--- src/rtl/protocol_arbiter_seq_pkg.sv ---
// Shared types and constants for the two-requester protocol arbiter/sequencer.
package protocol_arbiter_seq_pkg;

    localparam int unsigned ACK_TIMEOUT_DEF = 4;
    localparam int unsigned ABORT_LEN_DEF   = 2;

    localparam logic [1:0] E_IDLE  = 2'b00;
    localparam logic [1:0] E_START = 2'b01;
    localparam logic [1:0] E_OPA   = 2'b10;
    localparam logic [1:0] E_OPB   = 2'b11;
    localparam logic [1:0] Y_ACK   = 2'b01;

    typedef enum logic [2:0] {
        ST_IDLE,
        ST_START,
        ST_ACK,
        ST_CMD,
        ST_CHECK,
        ST_ABORT
    } state_e;

    // Command code seen by the slave is a pure function of state and latched op.
    function automatic logic [1:0] e_code(input state_e st, input logic op_b);
        case (st)
            ST_START, ST_ACK: e_code = E_START;
            ST_CMD:           e_code = op_b ? E_OPB : E_OPA;
            default:          e_code = E_IDLE;
        endcase
    endfunction

    function automatic logic [1:0] onehot2(input logic idx);
        onehot2 = idx ? 2'b10 : 2'b01;
    endfunction

endpackage

--- src/rtl/protocol_arbiter_seq_if.sv ---
// Requester and protocol-slave signal bundle for protocol_arbiter_seq.
interface protocol_arbiter_seq_if;
    logic [1:0] req;
    logic [1:0] cmd;
    logic [1:0] E;
    logic [1:0] Y;
    logic [1:0] gnt;
    logic [1:0] done;
    logic [1:0] err;
    logic       busy;
    logic [3:0] err_cnt;

    modport slave  (input  req, cmd, Y, output E, gnt, done, err, busy, err_cnt);
    modport master (output req, cmd, Y, input  E, gnt, done, err, busy, err_cnt);
endinterface

--- src/rtl/protocol_arbiter_seq_rr.sv ---
// Two-requester round-robin arbiter; pointer hands priority to the non-owner on advance.
module rr_arb2 (
    input  logic       clk,
    input  logic       rst_n,
    input  logic [1:0] req,
    input  logic       advance,
    input  logic       owner,
    output logic       winner,
    output logic       valid
);

    logic ptr_q, ptr_d;

    always_comb begin
        ptr_d = ptr_q;
        if (advance) ptr_d = ~owner;
    end

    always_ff @(posedge clk or negedge rst_n) begin
        if (!rst_n) ptr_q <= 1'b0;
        else        ptr_q <= ptr_d;
    end

    // A lone requester wins outright; the pointer only breaks ties.
    always_comb begin
        winner = ptr_q;
        if (req == 2'b01)      winner = 1'b0;
        else if (req == 2'b10) winner = 1'b1;
    end

    assign valid = |req;

endmodule

--- src/rtl/protocol_arbiter_seq.sv ---
// Arbitrates two requesters onto a START/ACK/CMD/CHECK protocol slave with timeout and abort.
module protocol_arbiter_seq
    import protocol_arbiter_seq_pkg::*;
#(
    parameter int unsigned ACK_TIMEOUT = ACK_TIMEOUT_DEF,
    parameter int unsigned ABORT_LEN   = ABORT_LEN_DEF
) (
    input  logic                   clk,
    input  logic                   rst_n,
    protocol_arbiter_seq_if.slave  bus
);

    localparam int unsigned CNT_MAX = (ACK_TIMEOUT > ABORT_LEN) ? ACK_TIMEOUT : ABORT_LEN;
    localparam int unsigned CNT_W   = $clog2(CNT_MAX + 1);

    state_e             state_q, state_d;
    logic               owner_q, owner_d;
    logic               op_q, op_d;
    logic [CNT_W-1:0]   cnt_q, cnt_d;
    logic [1:0]         e_q, e_d;
    logic [1:0]         gnt_q, gnt_d;
    logic [1:0]         done_q, done_d;
    logic [1:0]         err_q, err_d;
    logic               busy_q, busy_d;
    logic [3:0]         err_cnt_q, err_cnt_d;
    logic               advance;
    logic               winner;
    logic               valid;

    rr_arb2 u_rr (
        .clk     (clk),
        .rst_n   (rst_n),
        .req     (bus.req),
        .advance (advance),
        .owner   (owner_q),
        .winner  (winner),
        .valid   (valid)
    );

    // Next-state, counters and next values of every registered output.
    always_comb begin
        state_d = state_q;
        owner_d = owner_q;
        op_d    = op_q;
        cnt_d   = cnt_q;
        done_d  = 2'b00;
        err_d   = 2'b00;
        advance = 1'b0;

        case (state_q)
            ST_IDLE: begin
                if (valid) begin
                    owner_d = winner;
                    op_d    = bus.cmd[winner];
                    state_d = ST_START;
                end
            end
            ST_START: begin
                cnt_d   = '0;
                state_d = ST_ACK;
            end
            ST_ACK: begin
                if (bus.Y == Y_ACK) begin
                    state_d = ST_CMD;
                end else if (cnt_q == CNT_W'(ACK_TIMEOUT - 1)) begin
                    cnt_d   = '0;
                    state_d = ST_ABORT;
                end else begin
                    cnt_d = cnt_q + CNT_W'(1);
                end
            end
            ST_CMD: state_d = ST_CHECK;
            ST_CHECK: begin
                if (bus.Y == e_code(ST_CMD, op_q)) begin
                    done_d  = onehot2(owner_q);
                    advance = 1'b1;
                    state_d = ST_IDLE;
                end else begin
                    cnt_d   = '0;
                    state_d = ST_ABORT;
                end
            end
            ST_ABORT: begin
                if (cnt_q == CNT_W'(ABORT_LEN - 1)) begin
                    err_d   = onehot2(owner_q);
                    advance = 1'b1;
                    state_d = ST_IDLE;
                end else begin
                    cnt_d = cnt_q + CNT_W'(1);
                end
            end
            default: state_d = ST_IDLE;
        endcase

        gnt_d     = (state_d == ST_IDLE) ? 2'b00 : onehot2(owner_d);
        e_d       = e_code(state_d, op_d);
        busy_d    = (state_d != ST_IDLE);
        err_cnt_d = err_cnt_q;
        if ((err_d != 2'b00) && (err_cnt_q != 4'hF)) err_cnt_d = err_cnt_q + 4'd1;
    end

    always_ff @(posedge clk or negedge rst_n) begin
        if (!rst_n) begin
            state_q   <= ST_IDLE;
            owner_q   <= 1'b0;
            op_q      <= 1'b0;
            cnt_q     <= '0;
            e_q       <= E_IDLE;
            gnt_q     <= 2'b00;
            done_q    <= 2'b00;
            err_q     <= 2'b00;
            busy_q    <= 1'b0;
            err_cnt_q <= 4'd0;
        end else begin
            state_q   <= state_d;
            owner_q   <= owner_d;
            op_q      <= op_d;
            cnt_q     <= cnt_d;
            e_q       <= e_d;
            gnt_q     <= gnt_d;
            done_q    <= done_d;
            err_q     <= err_d;
            busy_q    <= busy_d;
            err_cnt_q <= err_cnt_d;
        end
    end

    assign bus.E       = e_q;
    assign bus.gnt     = gnt_q;
    assign bus.done    = done_q;
    assign bus.err     = err_q;
    assign bus.busy    = busy_q;
    assign bus.err_cnt = err_cnt_q;

endmodule

--- src/flat_wrapper.sv ---
// flat-port wrapper written by rule: the top's interface ports become plain ports
module protocol_arbiter_seq_flat import protocol_arbiter_seq_pkg::*;
#(
    parameter int unsigned ACK_TIMEOUT = ACK_TIMEOUT_DEF,
    parameter int unsigned ABORT_LEN   = ABORT_LEN_DEF
)
  (clk, rst_n, bus_req, bus_cmd, bus_Y, bus_E, bus_gnt, bus_done, bus_err, bus_busy, bus_err_cnt);
  protocol_arbiter_seq_if bus_i ();
  input  logic clk;
  input  logic rst_n;
  input wire logic [$bits(bus_i.req)-1:0] bus_req;
  input wire logic [$bits(bus_i.cmd)-1:0] bus_cmd;
  input wire logic [$bits(bus_i.Y)-1:0] bus_Y;
  output wire logic [$bits(bus_i.E)-1:0] bus_E;
  output wire logic [$bits(bus_i.gnt)-1:0] bus_gnt;
  output wire logic [$bits(bus_i.done)-1:0] bus_done;
  output wire logic [$bits(bus_i.err)-1:0] bus_err;
  output wire logic [$bits(bus_i.busy)-1:0] bus_busy;
  output wire logic [$bits(bus_i.err_cnt)-1:0] bus_err_cnt;
  assign bus_i.req = bus_req;
  assign bus_i.cmd = bus_cmd;
  assign bus_i.Y = bus_Y;
  assign bus_E = bus_i.E;
  assign bus_gnt = bus_i.gnt;
  assign bus_done = bus_i.done;
  assign bus_err = bus_i.err;
  assign bus_busy = bus_i.busy;
  assign bus_err_cnt = bus_i.err_cnt;
  protocol_arbiter_seq #(.ACK_TIMEOUT(ACK_TIMEOUT), .ABORT_LEN(ABORT_LEN)) u_core (.clk(clk), .rst_n(rst_n), .bus(bus_i));
endmodule
--- config.mk ---
export PLATFORM = sky130hd
export DESIGN_NAME = protocol_arbiter_seq_flat
export DESIGN_NICKNAME = d
export VERILOG_FILES = /design/src/rtl/protocol_arbiter_seq_pkg.sv /design/src/rtl/protocol_arbiter_seq_if.sv /design/src/rtl/protocol_arbiter_seq_rr.sv /design/src/rtl/protocol_arbiter_seq.sv /design/src/flat_wrapper.sv
export SDC_FILE = /design/constraint.sdc
export NUM_CORES = 1
export LEC_CHECK = 0
export ABC_AREA = 1
export CAP_MARGIN = 0
export CORE_MARGIN = 4
export CORE_UTILIZATION = 54
export CTS_CLUSTER_SIZE = 14
export DETAILED_ROUTE_END_ITERATION = 10
export GPL_TIMING_DRIVEN = 0
export PLACE_DENSITY = 0.88
export REMOVE_ABC_BUFFERS = 1
export SYNTH_ARGS = -nofsm -noshare
export SYNTH_HDL_FRONTEND = slang
export SYNTH_SLANG_ARGS = --single-unit
--- constraint.sdc ---
create_clock -name clk -period 2.6 [get_ports clk]
set_clock_uncertainty 0.1 [all_clocks]
set_input_delay 0.78 -clock clk [delete_from_list [all_inputs] [get_ports clk]]
set_output_delay 0.78 -clock clk [all_outputs]
set_load 0.05 [all_outputs]
==> run_results.csv, run 1 <==
group,metric,value,unit
die,dieHeight,53.4,µm
pwr,finalPower,0.00151,W
placement,io_buffer_count,20,
pwr,p_switching,0.000675,W
critical_path,cp-end-kind,"output pin",
yosys,synth_top_area_cell,"dfrtp_1",
die,row_count,16,
clock_network,clock_latency,310,ps
sta,rsz0062_at_grt,"no",
pwr,power.internal,0.000836,W
sta,worst_pin_slew,972,ps
critical_path,crit_buf_inv,1,
detailed_routing,drt_iter0_drc,13,
clock_network,postCtsSetupBuffers,0,
global_route,antenna_found_initial,0,
final_layout,nets,165,
pwr,p_seq_frac,0.350,
critical_path,path_delay_family,"buffers and inverters",
sta,final.setup.tns,0,ps
yosys,yosysUniqueCellTypes,22,
global_route,grt_pass1_wl,3.88,mm
critical_path,reg2reg_depth,8,
pwr,swShare,0.447,
placement,hpwl,1.87,mm
yosys,synth-seq-cells,22,
sta,whs,394,ps
sta,slew_headroom,0.350,
detailed_routing,antenna_left,0,
global_route,grt_max_degree,23,
clock_network,clk_pin_slew,120,ps
placement,place.gp.congestion,0.809,
die,initial_core_util,0.568,
pwr,cellLeakagePower,0.680,nW
final_layout,drive_gt1_frac,0.152,
critical_path,slowest_stage,"clkdlybuf4s50_1",
global_route,grt_util_all_layers,0.190,
detailed_routing,wl,2.35,mm
sta,setup-violations-final,0,
yosys,syn_area,1110,µm²
sta,fin_crit,2470,ps
final_layout,final_common_cell,"nand2_1",
global_route,grt_pass1_vias,940,
pwr,p_comb_frac,0.478,
pwr,peakVddDrop,0.769,mV
sta,slew_viol_final,0,
clock_network,clockBufferDepth,2,
clock_network,cts_root_buffer,"clkbuf_4",
clock_network,cts_sinks,22,
die,die-area,2860,µm²
die,dieWidth,53.4,µm
global_route,grt-ovfl-total,0,
min_path,min_from,"u_core.owner_q",
final_layout,antennaDiodeCount,0,
detailed_routing,wire_per_inst,13.2,µm
yosys,ys_warn_count,0,
run,max-cap-violations,0,
critical_path,timing.rr.end,"u_core.bus.busy",
detailed_routing,dr.pass1.iters,4,
critical_path,crit_chain,"clkdlybuf4s50_1",
final_layout,area_growth,25.7,%
detailed_routing,num_vias,927,
yosys,netlist_top_cells_area,"dfrtp_1 (49%), nand2_1 (8.4%), nand3_1 (5.8%)",
sta,fmax,0.404,GHz
min_path,worstHoldEndpoint,"u_core.bus.done[0]",
sta,fin_crit_sh,0.951,
clock_network,ctsHoldBuffers,0,
detailed_routing,drcViolationCount,0,
yosys,syn_avg_cell_area,8.78,µm²
pwr,clkPwrFrac,0.172,
clock_network,cts_made_buffers,3,
clock_network,htreeDepth,1,
yosys,synth-seq-area-share,0.494,
critical_path,reg2reg_setup_slack,800,ps
min_path,hold_depth,1,
critical_path,critical_path_peak_fanout,4,
critical_path,regToRegStartpoint,"u_core.cnt_q[0]",
final_layout,layout_common_cells,"nand2_1 (25), dfrtp_1 (22), clkdlybuf4s50_1 (20)",
yosys,syn-instance-count,127,
detailed_routing,vias_per_cell,5.21,
min_path,hp-class,"reg -> reg",
critical_path,arrival,1590,ps
pwr,power.density,1080,nW/µm²
yosys,synth_top_area_frac,0.494,
clock_network,cts_resized,0,
clock_network,cts_tree,"built",
critical_path,worst_setup_path_start_kind,"flip-flop",
final_layout,final_util,0.714,
sta,hold_viol,0,
critical_path,cp.required,1720,ps
outcome,status,"finished clean",
critical_path,cpPeakStageDelay,840,ps
die,core-area,1960,µm²
die,pin_count,21,
critical_path,path_class,"reg -> out",
-- sequential cells by signal, summed over array words and instances, names as in the netlist --
name and count:
u_core.bus.E 2, u_core.bus.busy 1, u_core.bus.done 2, u_core.bus.err 2
u_core.bus.err_cnt 4, u_core.bus.gnt 2, u_core.cnt_q 3, u_core.op_q 1
u_core.owner_q 1, u_core.state_q 3, u_core.u_rr.ptr_q 1
-- area by class of cell --
type	count	area [µm²]
inverters	21	78.8
clock buffers	3	22.5
flip-flops and latches	22	551
well taps	27	33.8
repair buffers	20	200
fillers	152	561
multi-input cells	84	485
clock inverters	1	30.0
-- logic make-up (layout without fill, tap and decap cells) --
| logic type | after synthesis | after routing | share of synthesized area |
|---|---|---|---|
| AOI/OAI and AO/OA | 13 | 13 | 0.0662 |
| xor gates and xnor gates | 3 | 3 | 0.0236 |
| adders and majority gates | 5 | 5 | 0.0561 |
| buffers and inverters | 21 | 45 | 0.0707 |
| DFF | 22 | 22 | 0.494 |
| and+or+nand+nor | 63 | 63 | 0.290 |
-- power by group through the flow --
stage               sequential [W]  combinational, W  clock [W]
CTS                       0.000527          0.000722   0.000263
global placement          0.000523          0.000678          0
global route              0.000541          0.000784   0.000277
floorplan                 0.000676          0.000357          0
detailed placement        0.000535          0.000714          0
finish                    0.000528          0.000722   0.000260
-- cells in the mapped netlist --
| master | count |
|---|---|
| a21oi_2 | 1 |
| o21ai_0 | 6 |
| o21ai_1 | 2 |
| a21boi_1 | 1 |
| nand2_4 | 1 |
| inv_2 | 5 |
| nand3_2 | 4 |
| nor2_2 | 3 |
| nand3_1 | 13 |
| inv_1 | 16 |
| nor2_1 | 11 |
| xnor2_1 | 3 |
| or2_2 | 1 |
| nand2_2 | 2 |
| nor3_4 | 1 |
| nor2_4 | 1 |
| dfrtp_1 | 22 |
| ha_1 | 5 |
| a21boi_0 | 1 |
| nand2_1 | 25 |
| nand4_1 | 1 |
| a21oi_1 | 2 |
-- per-stage QoR --
step,setup slack [ps],instances,area (µm²)
finish,126,178,1400
global route,57.1,178,1400
CTS,111,178,1400
detailed placement,312,174,1350
global placement,334,174,1350
floorplan,977,127,1110
-- layer usage --
| metal | global-route usage | vias up | wire length (µm) |
|---|---|---|---|
| met2 | 0.353 | 30 | 1230 |
| met1 | 0.209 | 437 | 951 |
| met5 | 0 | - | 0 |
| li1 | - | 452 | - |
| met3 | 0.0282 | 8 | 110 |
| met4 | 0.0809 | 0 | 63 |
-- worst max-delay path by stage --
stage	from	end	slack, ps	cells past startpoint
2_1_floorplan	bus_req[0]	u_core.bus.gnt[1]	980	8
4_1_cts	u_core.bus.err_cnt[2]	bus_err_cnt[2]	110	1
5_1_grt	u_core.bus.err_cnt[2]	bus_err_cnt[2]	60	1
3_3_place_gp	bus_Y[0]	u_core.bus.busy	330	8
6_report	u_core.bus.err_cnt[2]	bus_err_cnt[2]	130	1
3_5_place_dp	bus_Y[0]	u_core.bus.busy	310	8
No activity file was read; power rests on OpenSTA's default activity.
==> inputs of run 2 (changes only) <==
- CORE_MARGIN: 4 -> unset
==> run 2 against run 1 <==
  * Worst setup slack improved by 36 ps
  * Die area down 21%
  * Total power down 8.9%
  * Critical path depth is the same
  * Sequential cell count unchanged
  * Largest cell class unchanged
  * Largest power group unchanged
==> run_results.csv, run 2 (synthesized netlist as in run 1, its figures left out) <==
group,metric,value,unit
critical_path,path_delay_family,"buffers and inverters",
sta,hold_viol,0,
detailed_routing,wire_per_inst,11.5,µm
min_path,min_from,"u_core.owner_q",
critical_path,slowest_stage,"clkdlybuf4s50_1",
sta,slew_headroom,0.394,
critical_path,path_class,"reg -> out",
detailed_routing,antenna_left,0,
critical_path,reg2reg_setup_slack,830,ps
pwr,swShare,0.467,
detailed_routing,drt_iter0_drc,27,
final_layout,fill_cells,154,
detailed_routing,vias_per_cell,5.24,
pwr,finalPower,0.00138,W
final_layout,antennaDiodeCount,0,
sta,worst_pin_slew,906,ps
pwr,p_comb_frac,0.509,
die,core-area,1940,µm²
detailed_routing,num_vias,927,
critical_path,cp.required,1720,ps
clock_network,htreeDepth,1,
detailed_routing,drcViolationCount,0,
sta,fmax,0.410,GHz
critical_path,critical_path_peak_fanout,4,
clock_network,ctsHoldBuffers,0,
sta,fin_crit_sh,0.938,
min_path,hp-class,"reg -> reg",
final_layout,layout_common_cells,"nand2_1 (25), dfrtp_1 (22), clkdlybuf4s50_1 (20)",
run,max-cap-violations,0,
die,dieWidth,47.4,µm
critical_path,cpPeakStageDelay,830,ps
sta,setup-violations-final,0,
critical_path,arrival,1560,ps
final_layout,largest_reg_flops,4,
critical_path,crit_chain,"clkdlybuf4s50_1",
final_layout,area_growth,23.0,%
final_layout,drive_gt1_frac,0.147,
pwr,cellLeakagePower,0.666,nW
pwr,power.internal,0.000734,W
clock_network,clock_latency,300,ps
die,dieHeight,47.4,µm
sta,whs,425,ps
global_route,grt_pass1_wl,3.30,mm
critical_path,cp-startpoint,"u_core.bus.err_cnt[2]",
die,pin_count,21,
detailed_routing,dr.pass1.iters,4,
pwr,power.density,1000,nW/µm²
placement,io_buffer_count,20,
critical_path,regToRegStartpoint,"u_core.cnt_q[0]",
clock_network,cts_root_buffer,"clkbuf_4",
sta,slew_viol_final,0,
clock_network,cts_made_buffers,3,
final_layout,nets,165,
die,die-area,2250,µm²
pwr,p_switching,0.000643,W
critical_path,worst_setup_path_start_kind,"flip-flop",
placement,hpwl,1.64,mm
clock_network,cts_resized,0,
critical_path,crit_buf_inv,1,
die,row_count,16,
clock_network,cts_tree,"built",
die,initial_core_util,0.574,
sta,rsz0062_at_grt,"no",
clock_network,postCtsSetupBuffers,0,
pwr,clkPwrFrac,0.107,
global_route,grt_max_degree,23,
global_route,antenna_found_initial,0,
clock_network,clockBufferDepth,2,
global_route,grt-ovfl-total,0,
clock_network,cts_sinks,22,
final_layout,final_util,0.706,
clock_network,clk_pin_slew,110,ps
placement,place.gp.congestion,0.976,
pwr,peakVddDrop,0.641,mV
outcome,status,"finished clean",
final_layout,final_common_cell,"nand2_1",
pwr,p_seq_frac,0.384,
critical_path,cp-end-kind,"output pin",
sta,fin_crit,2440,ps
global_route,grt_util_all_layers,0.211,
sta,final.setup.tns,0,ps
global_route,grt_pass1_vias,833,
detailed_routing,wl,2.03,mm
-- run 2: changes by cell type in the layout (fill, tap and decap cells not counted) --
cell       delta
bufinv_16     -1
-- run 2: layout make-up --
class	count	area, µm²	share of cell area
inverter	21	78.8	0.0575
tap	27	33.8	0.0246
sequential	22	551	0.401
multi-input combinational	84	485	0.354
clock buffer	3	22.5	0.0164
timing repair buffer	20	200	0.146
-- run 2: worst paths after layout --
kind	end	cells past startpoint
hold reg to reg	u_core.bus.err[0]	1
max in group asynchronous	u_core.cnt_q[1]	1
min in group asynchronous	u_core.bus.E[0]	1
hold / removal	u_core.bus.err[0]	1
setup reg to reg	u_core.bus.gnt[1]	8
setup / recovery	bus_err_cnt[2]	1
-- run 2: stage by stage --
step	std cells	instance area [µm²]	setup WS, ps
5_1_grt	177	1370	76.3
3_5_place_dp	174	1350	310
6_report	177	1370	162
3_3_place_gp	174	1350	333
4_1_cts	177	1370	154
2_1_floorplan	127	1110	977
-- run 2: per-layer routing --
layer  share of wire  wire length (µm)  track usage
met5               0                 0            0
met4          0.0064                13       0.0629
met3           0.049                99       0.0340
met2            0.51              1040        0.375
met1            0.43               872        0.263
-- run 2: power groups by stage --
stage / Combinational, W / Sequential, W / Clock, W
floorplan: 0.000357 / 0.000676 / 0
global placement: 0.000675 / 0.000525 / 0
detailed placement: 0.000696 / 0.000537 / 0
CTS: 0.000701 / 0.000529 / 0.000151
global route: 0.000776 / 0.000544 / 0.000166
finish: 0.000700 / 0.000529 / 0.000147
==> RTL change 1 (config.mk and constraints of run 2) <==
Set the package constant `ACK_TIMEOUT_DEF` to 8 (it was 4).
--- a/src/rtl/protocol_arbiter_seq_pkg.sv
+++ b/src/rtl/protocol_arbiter_seq_pkg.sv
@@ -3,3 +3,3 @@
 
-    localparam int unsigned ACK_TIMEOUT_DEF = 4;
+    localparam int unsigned ACK_TIMEOUT_DEF = 8;
     localparam int unsigned ABORT_LEN_DEF   = 2;
Function: changed (Yosys sat finds a counterexample within 10 cycles, from zero or initial values and one cycle with rst_n low).
==> RTL change 1 against run 2 <==
  * Setup slack got worse by 0.0070 ns
  * Core utilization increased by 1.5 points
  * Critical path type unchanged
  * Critical endpoint unchanged
  * Die area increased by 7.1%
  * Sequential cell count increased by 1
  * Wire length increased by 7.5%
  * Design area increased by 6.3%
  * First-iteration DRC count decreased by 7.4%
  * Critical path depth unchanged
  * Highest routed layer unchanged
  * Power increased by 5.8%
  * Area after synthesis increased by 7.4%
  * Sequential share of layout area decreased by 0.66 points
==> RTL change 1: results (changes against run 2) <==
Critical-path top delay cell clkdlybuf4s50_1; share of cells above drive strength 1 13.3% (-1.3 points); leak pwr 0.752 nW (+13%); FFs w/ async S/R, synth 100% (unchanged); port bufs 20 (unchanged); post-CTS sizing 0 (unchanged); pre-CTS setup slack 0.361 ns (+0.0512 ns); Starting DRT DRC Count 25 (-7.4%); clk root buf clkbuf_4; Mean Syn Cell Area 8.49 um2 (-3.3%); detailed-router iteration count before antenna repair 6 (+2); Post-Synth XOR/XNOR Area 3.66% (+1.3 points); worst rel slew slack 34.7% (-4.7 points); all-layer global routing usage 20.9% (-0.18 points); Placer Congestion 0.882 (-9.6%); Synth Flop Type dfrtp_1; outcome complete, no violations; DP Area 1430 um2 (+6.1%); max-cap viol count 0 (unchanged); Detailed Place HPWL 1.65 mm (+0.38%); CP max FO 4 (unchanged); Adder-Cell Fraction of Synth Area 3.13% (-2.5 points); Fillers 166 (+7.8%); Final #Nets 177 (+7.3%); sequential share of the synthesized area 48.1% (-1.3 points); VDD IR max 0.000733 V (+14%); mux cell area share after synthesis 2.51% (+2.5 points); largest net degree at the start of global routing 24 (+4.3%); # hold bufs at CTS 0 (unchanged); Detailed Route WL 2.18 mm (+7.5%); Area contributors post-synth dfrtp_1 (48%), nand2_1 (9.4%), inv_1 (6.9%), nand3_1 (5.0%), nor2_1 (4.1%); Via density 5.15 (-1.7%); H-tree depth 1 (unchanged); postcts setup bufs 0 (unchanged); Synth Area in Compound Gates 4.81% (-1.8 points); Commonest cells post-synth nand2_1 (30), dfrtp_1 (23), inv_1 (22); global-route wire length before repair 3.86 mm (+17%); vias in the first global route 976 (+17%); synth warn 0 (unchanged); wire per inst 11.4 um (-0.86%); Cells after DPL 188 (+8.0%)
RTL change 1: cell families after synthesis:
logic type	after synthesis
AND/OR/NAND/NOR	70
buffers and inverters	27
flip-flops	23
AO/OA/AOI/OAI	11
XOR/XNOR	5
adder cells (fa/ha/maj)	3
multiplexers	2
RTL change 1: layer usage:
layer | GRT usage, % | routed length (um) | vias up
met4 | 9.80 | 43 | 0
met1 | 24.7 | 906 | 457
met2 | 36.8 | 1080 | 35
met3 | 3.43 | 147 | 6
met5 | 0 | 0 | -
li1 | - | - | 490
RTL change 1: final cells by class:
| cell class | instances | area (um2) | share of cell area [%] |
|---|---|---|---|
| Multi-Input combinational cell | 91 | 520 | 35.7 |
| Sequential cell | 23 | 576 | 39.5 |
| Clock buffer | 4 | 26.3 | 1.80 |
| Timing Repair Buffer | 20 | 200 | 13.7 |
| Inverter | 27 | 101 | 6.95 |
| Tap cell | 27 | 33.8 | 2.32 |
RTL change 1: worst paths after layout:
path / from / end / slack [ns] / depth (start not counted)
max: u_core.bus.err_cnt[2] / bus_err_cnt[2] / 0.15 / 1
min: u_core.owner_q / u_core.bus.err[0] / 0.40 / 1
max reg2reg: u_core.cnt_q[0] / u_core.bus.gnt[1] / 1.01 / 10
min reg2reg: u_core.owner_q / u_core.bus.err[0] / 0.40 / 1
max in group asynchronous: rst_n / u_core.cnt_q[2] / 0.91 / 1
min in group asynchronous: rst_n / u_core.bus.gnt[1] / 0.89 / 1
RTL change 1: power breakdown:
group | switching, mW | total [mW] | internal [mW]
combinational | 0.490 | 0.737 | 0.248
sequential | 0.0957 | 0.557 | 0.462
clock | 0.101 | 0.161 | 0.0600
total | 0.686 | 1.46 | 0.770
==> RTL change 2 (flow settings as in run 2) <==
Without the edit above. Re-encode `state_e` (6 states) as one-hot, 6 bits wide.
--- a/src/rtl/protocol_arbiter_seq_pkg.sv
+++ b/src/rtl/protocol_arbiter_seq_pkg.sv
@@ -12,9 +12,9 @@
 
-    typedef enum logic [2:0] {
-        ST_IDLE,
-        ST_START,
-        ST_ACK,
-        ST_CMD,
-        ST_CHECK,
-        ST_ABORT
+    typedef enum logic [5:0] {
+        ST_IDLE  = 6'b000001,
+        ST_START = 6'b000010,
+        ST_ACK   = 6'b000100,
+        ST_CMD   = 6'b001000,
+        ST_CHECK = 6'b010000,
+        ST_ABORT = 6'b100000
     } state_e;
Behaviour: no difference found for any inputs over 10 cycles, from zero or initial values and one cycle with rst_n low; not proved beyond that.
==> RTL change 2 against run 2 <==
  * Register-to-register slack better by 0.08 ns
  * Critical path depth did not move
  * Fmax decreased by 1.4%
  * Count of clock-buffer cells in the layout stayed put
  * Non-clock buffer count did not move
  * Power fell by 3.3%
  * First-iteration DRC count up 56%
  * Wire length is 28% higher
  * Cell count up 14%
  * Sequential share of layout area decreased by 0.32 points
  * Critical endpoint unchanged
  * Design area increased by 15%
  * Sequential cell count up 3
  * Setup slack got worse by 0.035 ns
  * Area after synthesis is 18% higher
==> RTL change 2: results (changes against run 2) <==
Hold Path Depth 1 (unchanged); count leader, synth inv_1; clk root buf clkbuf_4; synth warn 0 (unchanged); clk buf depth 2 (unchanged); total net switching power 589 uW (-8.5%); worst rel slew slack 29.2% (-10 points); detailed-router iteration count before antenna repair 4 (unchanged); postcts setup bufs 0 (unchanged); CP max FO 4 (unchanged); largest register by flop count u_core.state_q; # diodes 0 (unchanged); Critical-path top delay cell clkdlybuf4s50_1; Area contributors post-synth dfrtp_1 (46%), inv_1 (7.4%), nand2_1 (6.9%), nor2_1 (4.9%), ha_1 (4.8%); port bufs 20 (unchanged); Fillers 191 (+24%); Via density 5.20 (-0.66%); outcome complete, no violations; all-layer global routing usage 24.3% (+3.2 points); CP arrival 1.59 ns (+0.03 ns); Placer Congestion 0.922 (-5.5%); H-tree depth 1 (unchanged); Final #Nets 188 (+14%); share of cells above drive strength 1 17.8% (+3.1 points); post-CTS sizing 0 (unchanged); Hold Crit Class reg2reg; Detailed Route WL 2.59 mm (+28%); cell family with most CP delay buffers and inverters; largest net degree at the start of global routing 26 (+13%); R2R depth 9 (+1); FFs w/ async S/R, synth 100% (unchanged); Clk Latency, worst-skew pair 0.32 ns (+0.02 ns); sequential share of the synthesized area 47.8% (-1.6 points); pre-CTS setup slack 0.299 ns (-0.0106 ns); CTS buffer count 3 (unchanged); initial antenna violation count 0 (unchanged); vias in the first global route 1096 (+32%); DP Area 1550 um2 (+15%); max FFs per register 6 (+2); Reg clk slew, reported paths 0.13 ns (+0.02 ns); global-route wire length before repair 4.60 mm (+40%); unique cell type count in the Yosys netlist 25 (+14%); Synth Flop Type dfrtp_1; Starting DRT DRC Count 42 (+56%); VDD IR max 0.000871 V (+36%); Commonest cells post-synth inv_1 (26), dfrtp_1 (24), nand2_1 (24); leak pwr 0.819 nW (+23%); Detailed Place HPWL 2.10 mm (+28%); slowest stage delay, CP 0.84 ns
## RTL change 2: changes by cell type after synthesis, moves of 2 or more
| cell | before | now |
|---|---|---|
| nor2_1 | 11 | 17 |
| nand3_2 | 4 | 2 |
| nand3_1 | 13 | 10 |
| dfrtp_1 | 22 | 24 |
| o21bai_1 | 0 | 3 |
| inv_1 | 16 | 26 |
| nor2_2 | 3 | 6 |
| o21ai_1 | 2 | 0 |
| nor2_4 | 1 | 4 |
| nand2_2 | 2 | 5 |
## RTL change 2: path summary, 6_finish.rpt
path | from | endpoint | slack (ns)
max reg2reg | u_core.cnt_q[1] | u_core.cnt_q[2] | 0.91
min | u_core.owner_q | u_core.bus.done[0] | 0.45
min in group asynchronous | rst_n | u_core.bus.err[1] | 0.92
min reg2reg | u_core.owner_q | u_core.bus.done[0] | 0.45
max in group asynchronous | rst_n | u_core.bus.err_cnt[0] | 0.85
max | u_core.bus.err_cnt[2] | bus_err_cnt[2] | 0.13
## RTL change 2: cells by family after synthesis
kind of cell             share of synthesized area, %
flip-flops                                       47.8
buffers and inverters                            8.59
AO/OA/AOI/OAI                                    6.01
AND/OR/NAND/NOR                                  30.8
adder cells (fa/ha/maj)                          4.77
XOR/XNOR                                         2.00
## RTL change 2: power groups by stage
stage          clock [mW]  sequential, mW  combinational [mW]
2_1_floorplan           0           0.636               0.362
3_3_place_gp            0           0.546               0.579
4_1_cts             0.175           0.549               0.609
5_1_grt             0.192           0.559               0.666
6_report            0.172           0.551               0.608
3_5_place_dp            0           0.557               0.607
## RTL change 2: cell type report
cell class	instances	area [um2]	share of cell area, %
clock buffers	3	22.5	1.43
clock inverters	1	5.00	0.318
inverters	30	113	7.15
multi-input cells	95	572	36.3
flip-flops and latches	25	627	39.8
well taps	28	35.0	2.23
repair buffers	20	200	12.7
## RTL change 2: stage by stage
stage               instances  hold slack [ns]
floorplan                 150            0.361
global placement          198            0.398
detailed placement        198            0.421
CTS                       202            0.440
global route              202            0.452
finish                    202            0.446
## RTL change 2: per-layer routing
metal	vias up	global-route usage, %	share of wire, %
met2	42	44.7	52
met4	0	10.8	1.9
li1	507	-	-
met3	6	2.98	4.6
met5	-	0	0
met1	496	27.9	42
